<file path="src/rtl/seq_bit_tx_pkg.sv">
`default_nettype none
// +--------------------------------------------------------------------+
// | seq_bit_tx_pkg : shared types and helpers for the serial bit tx    |
// | Revision 1.0                                                        |
// +--------------------------------------------------------------------+
package seq_bit_tx_pkg;

  typedef enum logic [1:0] {
    S_IDLE  = 2'd0,
    S_SHIFT = 2'd1,
    S_GAP   = 2'd2
  } state_t;

  function automatic int clog2(input int value);
    int r;
    r = 0;
    for (int v = value - 1; v > 0; v = v >> 1) begin
      r = r + 1;
    end
    return r;
  endfunction

  // Zero or oversized lengths mean "send the full word".
  function automatic int norm_len(input int len, input int width);
    return ((len == 0) || (len > width)) ? width : len;
  endfunction

endpackage
`default_nettype wire

</file>
<file path="src/rtl/seq_bit_tx_fifo.sv">
`default_nettype none
// +--------------------------------------------------------------------+
// | seq_bit_tx_fifo : 2-entry synchronous FIFO, async active-low reset |
// | Revision 1.0                                                        |
// +--------------------------------------------------------------------+
module seq_bit_tx_fifo #(
  parameter int DW = 12
) (
  input  logic          clk,
  input  logic          rst_n,
  input  logic          push,
  input  logic          pop,
  input  logic [DW-1:0] wdata,
  output logic [DW-1:0] rdata,
  output logic          full,
  output logic          empty
);

  logic [DW-1:0] r_mem [2];
  logic          r_wptr;
  logic          r_rptr;
  logic [1:0]    r_count;
  logic          w_push;
  logic          w_pop;

  assign full   = (r_count == 2'd2);
  assign empty  = (r_count == 2'd0);
  assign w_push = push && !full;
  assign w_pop  = pop && !empty;
  assign rdata  = r_mem[r_rptr];

  always_ff @(posedge clk or negedge rst_n) begin
    if (!rst_n) begin
      r_wptr  <= 1'b0;
      r_rptr  <= 1'b0;
      r_count <= 2'd0;
    end else begin
      if (w_push) r_wptr <= ~r_wptr;
      if (w_pop)  r_rptr <= ~r_rptr;
      case ({w_push, w_pop})
        2'b10:   r_count <= r_count + 2'd1;
        2'b01:   r_count <= r_count - 2'd1;
        default: r_count <= r_count;
      endcase
    end
  end

  // Storage needs no reset: the flushed count makes stale entries unreachable.
  always_ff @(posedge clk) begin
    if (w_push) r_mem[r_wptr] <= wdata;
  end

endmodule
`default_nettype wire

</file>
<file path="src/rtl/seq_bit_tx.sv">
`default_nettype none
// +--------------------------------------------------------------------+
// | seq_bit_tx : buffered MSB-first serial bit transmitter with gap     |
// | Revision 1.0                                                        |
// +--------------------------------------------------------------------+
module seq_bit_tx
  import seq_bit_tx_pkg::*;
#(
  parameter int   WIDTH    = 8,
  parameter int   LEN_W    = 4,
  parameter int   GAP      = 0,
  parameter logic IDLE_BIT = 1'b0
) (
  input  logic             clk,
  input  logic             rst_n,
  input  logic [WIDTH-1:0] in_data,
  input  logic [LEN_W-1:0] in_len,
  input  logic             in_valid,
  output logic             in_ready,
  output logic             x,
  output logic             x_valid,
  output logic             done,
  output logic             busy
);

  localparam int GAP_W = (clog2(GAP + 1) < 1) ? 1 : clog2(GAP + 1);
  localparam int DW    = WIDTH + LEN_W;
  localparam logic [LEN_W-1:0] c_width    = LEN_W'(WIDTH);
  localparam logic [GAP_W-1:0] c_gap_load = GAP_W'((GAP > 0) ? GAP - 1 : 0);

  state_t           r_state, w_state_n;
  logic [WIDTH-1:0] r_sh, w_sh_n;
  logic [LEN_W-1:0] r_rem, w_rem_n;
  logic [GAP_W-1:0] r_gap, w_gap_n;
  logic             r_x, w_x_n;
  logic             r_xv, w_xv_n;
  logic             r_done, w_done_n;
  logic             r_in_ready;

  logic             w_push, w_pop, w_load;
  logic             w_full, w_empty, w_full_n;
  logic [LEN_W-1:0] w_wlen;
  logic [DW-1:0]    w_rdata;
  logic [WIDTH-1:0] w_rd_data, w_ld_sh;
  logic [LEN_W-1:0] w_rd_len;

  assign w_push = in_valid && r_in_ready;
  assign w_wlen = LEN_W'(norm_len(int'(in_len), WIDTH));

  seq_bit_tx_fifo #(.DW(DW)) u_fifo (
    .clk   (clk),
    .rst_n (rst_n),
    .push  (w_push),
    .pop   (w_pop),
    .wdata ({in_data, w_wlen}),
    .rdata (w_rdata),
    .full  (w_full),
    .empty (w_empty)
  );

  assign w_rd_data = w_rdata[DW-1:LEN_W];
  assign w_rd_len  = w_rdata[LEN_W-1:0];
  // Left-align so the first bit to send always sits at the MSB.
  assign w_ld_sh   = w_rd_data << (c_width - w_rd_len);

  assign w_full_n  = w_full ? !w_pop : (!w_empty && w_push && !w_pop);

  always_comb begin
    w_state_n = r_state;
    w_sh_n    = r_sh;
    w_rem_n   = r_rem;
    w_gap_n   = r_gap;
    w_x_n     = IDLE_BIT;
    w_xv_n    = 1'b0;
    w_done_n  = 1'b0;
    w_pop     = 1'b0;
    w_load    = 1'b0;
    case (r_state)
      S_IDLE: begin
        if (!w_empty) w_load = 1'b1;
      end
      S_SHIFT: begin
        // r_rem counts bits still to send after the one on x now.
        if (r_rem != '0) begin
          w_x_n    = r_sh[WIDTH-1];
          w_sh_n   = r_sh << 1;
          w_rem_n  = r_rem - LEN_W'(1);
          w_xv_n   = 1'b1;
          w_done_n = (r_rem == LEN_W'(1));
        end else if (GAP > 0) begin
          w_state_n = S_GAP;
          w_gap_n   = c_gap_load;
        end else if (!w_empty) begin
          w_load = 1'b1;
        end else begin
          w_state_n = S_IDLE;
        end
      end
      S_GAP: begin
        if (r_gap != '0)   w_gap_n = r_gap - GAP_W'(1);
        else if (!w_empty) w_load = 1'b1;
        else               w_state_n = S_IDLE;
      end
      default: w_state_n = S_IDLE;
    endcase
    if (w_load) begin
      w_pop     = 1'b1;
      w_state_n = S_SHIFT;
      w_x_n     = w_ld_sh[WIDTH-1];
      w_sh_n    = w_ld_sh << 1;
      w_rem_n   = w_rd_len - LEN_W'(1);
      w_xv_n    = 1'b1;
      w_done_n  = (w_rd_len == LEN_W'(1));
    end
  end

  always_ff @(posedge clk or negedge rst_n) begin
    if (!rst_n) begin
      r_state    <= S_IDLE;
      r_sh       <= '0;
      r_rem      <= '0;
      r_gap      <= '0;
      r_x        <= IDLE_BIT;
      r_xv       <= 1'b0;
      r_done     <= 1'b0;
      r_in_ready <= 1'b0;
    end else begin
      r_state    <= w_state_n;
      r_sh       <= w_sh_n;
      r_rem      <= w_rem_n;
      r_gap      <= w_gap_n;
      r_x        <= w_x_n;
      r_xv       <= w_xv_n;
      r_done     <= w_done_n;
      r_in_ready <= !w_full_n;
    end
  end

  assign in_ready = r_in_ready;
  assign x        = r_x;
  assign x_valid  = r_xv;
  assign done     = r_done;
  assign busy     = !w_empty || (r_state != S_IDLE);

endmodule
`default_nettype wire

</file>
<file path="config.mk">
export PLATFORM = sky130hd
export DESIGN_NAME = seq_bit_tx
export DESIGN_NICKNAME = d
export VERILOG_FILES = /design/src/rtl/seq_bit_tx_pkg.sv /design/src/rtl/seq_bit_tx_fifo.sv /design/src/rtl/seq_bit_tx.sv
export SDC_FILE = /design/constraint.sdc
export NUM_CORES = 1
export LEC_CHECK = 0
export CORE_ASPECT_RATIO = 0.5
export CORE_MARGIN = 10
export CORE_UTILIZATION = 46
export CTS_CLUSTER_SIZE = 28
export DETAILED_ROUTE_END_ITERATION = 16
export GPL_ROUTABILITY_DRIVEN = 1
export HOLD_SLACK_MARGIN = 0.1
export PLACE_DENSITY = 0.66
export SETUP_SLACK_MARGIN = 0.1
export SLEW_MARGIN = 20
export SYNTH_ARGS = -nofsm -noshare
export SYNTH_HDL_FRONTEND = slang
export SYNTH_SLANG_ARGS = --single-unit
</file>
<file path="constraint.sdc">
create_clock -name clk -period 3.1 [get_ports clk]
set_input_delay 0.465 -clock clk [delete_from_list [all_inputs] [get_ports clk]]
set_output_delay 0.465 -clock clk [all_outputs]
set_load 0.005 [all_outputs]
</file>
==> metrics.yaml <==
tightest_slew_ps: 911
routed.top_layer: "met4"
min-delay-path-class: "flip-flop to flip-flop"
wl_per_cell_um: 14.9
rr_startpoint: "u_fifo.r_rptr"
min_path_cells: 2
syn_area_per_cell_sq_um: 12.6
remaining_drc_errors: 0
grtUsageTotal: 0.0958
cts_max_level: 2
ant_nets: 0
grt_overflow: 0
rows: 17
fin_crit_sh: 0.729
core_area_sq_mm: 0.00453
io_buffers: 19
dieArea_sq_mm: 0.00818
clock.fmax_ghz: 0.442
hp-start: "r_sh[7]"
cts_tree: "yes"
endpoint_kind: "flip-flop"
path_depth: 8
grt_pass1_wl_um: 6460
hold-worst-slack_ps: 486
cts_made_buffers: 5
rsz0062_at_grt: "false"
finalSetupViolations: 0
antenna_found_initial: 0
vias_per_cell: 5.15
syn_inst: 177
slew_viol_final: 0
finalWirelength_um: 3990
ctsResizeCount: 0
cts.path.max_buffers: 2
setup.worst_path.start_class: "flip-flop"
post-dp-hpwl_um: 2960
crit_buf_inv: 2
cp_max_fo: 12
cp_data_arrival_time_ps: 2490
p_per_area_mw_per_mm2: 993
setup_slack_ps: 840
yosys-top-cells-count: "24 x edfxtp_1, 20 x dfrtp_1, 15 x nor2_1, 10 x mux2i_1"
dr.pass1.iters: 4
drive_above_1_share: 0.149
cts-root-buf: "clkbuf_8"
critPathTopFamily: "multiplexers"
yosysSeqAreaShare: 0.549
yosysUniqueCellTypes: 47
drtIter0Drc: 62
hold_path_end: "x"
final_cells: 268
yosys.area.top_type: "edfxtp_1"
wl_met2_um: 1670
synth-async-reset-ratio: 0.455
post-synth-top-area-fraction: 0.324
start_util: 0.491
die_h_um: 69.2
area_growth_pct: 16.7
fin_crit_ps: 2260
dp_worst_setup_slack_ps: 845
drv_cap: 0
synth_most_common_cell: "edfxtp_1"
clock_sinks: 44
ff2ff_path_depth: 8
irDropWorstVdd_uv: 386
path_cells: "mux2i_2, buf_4, ha_1, inv_2, mux4_2, nand2_1, o211ai_1, nand3_1"
synth.area.top_cells: "edfxtp_1 32%, dfrtp_1 23%, mux2i_1 4.5%"
syn_nets: 197
cp.required_ps: 3330
slew_headroom: 0.391
worstSkewPairLatency_ps: 290
cts_setup_buffers: 0
synth_edf_count: 24
synthFlopType: "edfxtp_1"
worst_clock_skew_ps: 5.37
grt_max_degree: 21
setup_tns_ps: 0
status: "finished, final reports clean"
cp_slowest_cell: "mux4_2"
die_w_um: 118
vias: 1381
postCtsHoldBufs: 0
ioPinCount: 20
layout.nets: 221
diodes: 0
wl_met3_um: 182
crit_type: "flip-flop to flip-flop"
finalHoldViolCount: 0
timing.rr.end: "r_sh[7]"
leakage_uw: 0.00101
yosys_warnings: 0
grt_pass1_vias: 1306
wl_met1_um: 2100
r2r_slack_ps: 840
slowest_delay_ps: 520
gp_congestion: 0.782
mappedNetlistArea_sq_mm: 0.00222
clk_pin_slew_ps: 80
ys_ff_latch: 44
dp.cells: 260
-- how the worst max path moves through the flow --
stage	startpoint	to
floorplan	u_fifo.r_rptr	r_sh[7]
global placement	u_fifo.r_rptr	r_sh[7]
detailed placement	u_fifo.r_rptr	r_sh[7]
CTS	u_fifo.r_rptr	r_sh[7]
global route	u_fifo.r_rptr	r_sh[7]
finish	u_fifo.r_rptr	r_sh[7]
-- where the power goes --
group	switching [uW]	internal, uW	leakage [uW]
logic	663	547	0.000490
registers	128	809	0.000463
clock network	191	238	0.0000541
total	982	1590	0.00101
-- registers in the layout, indices dropped and copies added (netlist names) --
signal / count
in_ready: 1
u_fifo.r_mem: 24
r_rem: 4
x_valid: 1
r_sh: 7
u_fifo.r_count: 2
r_state: 1
done: 1
u_fifo.r_wptr: 1
x: 1
u_fifo.r_rptr: 1
-- per-layer routing --
metal	vias up	GRT usage
met1	641	0.132
met2	35	0.138
met3	5	0.0275
met4	0	0.0364
met5	-	0
li1	700	-
-- cell type report --
| cell class | instances | area [sq um] |
|---|---|---|
| multi-input cells | 116 | 915 |
| clock buffers | 5 | 68.8 |
| flip-flops and latches | 44 | 1220 |
| fillers | 382 | 1940 |
| inverters | 10 | 37.5 |
| repair buffers | 24 | 228 |
| clock inverters | 3 | 42.5 |
| well taps | 66 | 82.6 |
-- stage by stage --
stage	utilization	total power [uW]	instance area, sq um
CTS	0.573	2590	2590
global placement	0.548	2130	2480
global route	0.573	2760	2590
floorplan	-	1890	2220
detailed placement	0.548	2150	2480
finish	0.573	2580	2590
-- cell usage in the layout (no fill, tap or decap), types with 6 or more instances in the layout --
cell	n
a21oi_1	8
clkdlybuf4s50_1	19
dfrtp_1	20
edfxtp_1	24
inv_1	8
mux2i_1	10
nand2_1	7
nand3_1	6
nor2_1	15
nor3_1	8
-- logic make-up (layout without fill, tap and decap cells) --
family                   count (synthesis)  after routing  synth area share
buffers and inverters                   17             42            0.0394
XOR/XNOR                                 7              7            0.0343
adder cells (fa/ha/maj)                  5              5            0.0281
AO/OA/AOI/OAI                           32             32            0.0962
flip-flops                              44             44             0.549
multiplexers                            19             19             0.120
AND/OR/NAND/NOR                         53             53             0.132
-- worst reg2reg max path, cell delays in order, from the launching register on --
cell and delay, ps:
dfrtp_1 420, mux2i_2 220, buf_4 210, ha_1 340, inv_2 220, mux4_2 520
nand2_1 80, o211ai_1 80, nand3_1 110
No activity file was read; power rests on OpenSTA's default activity.
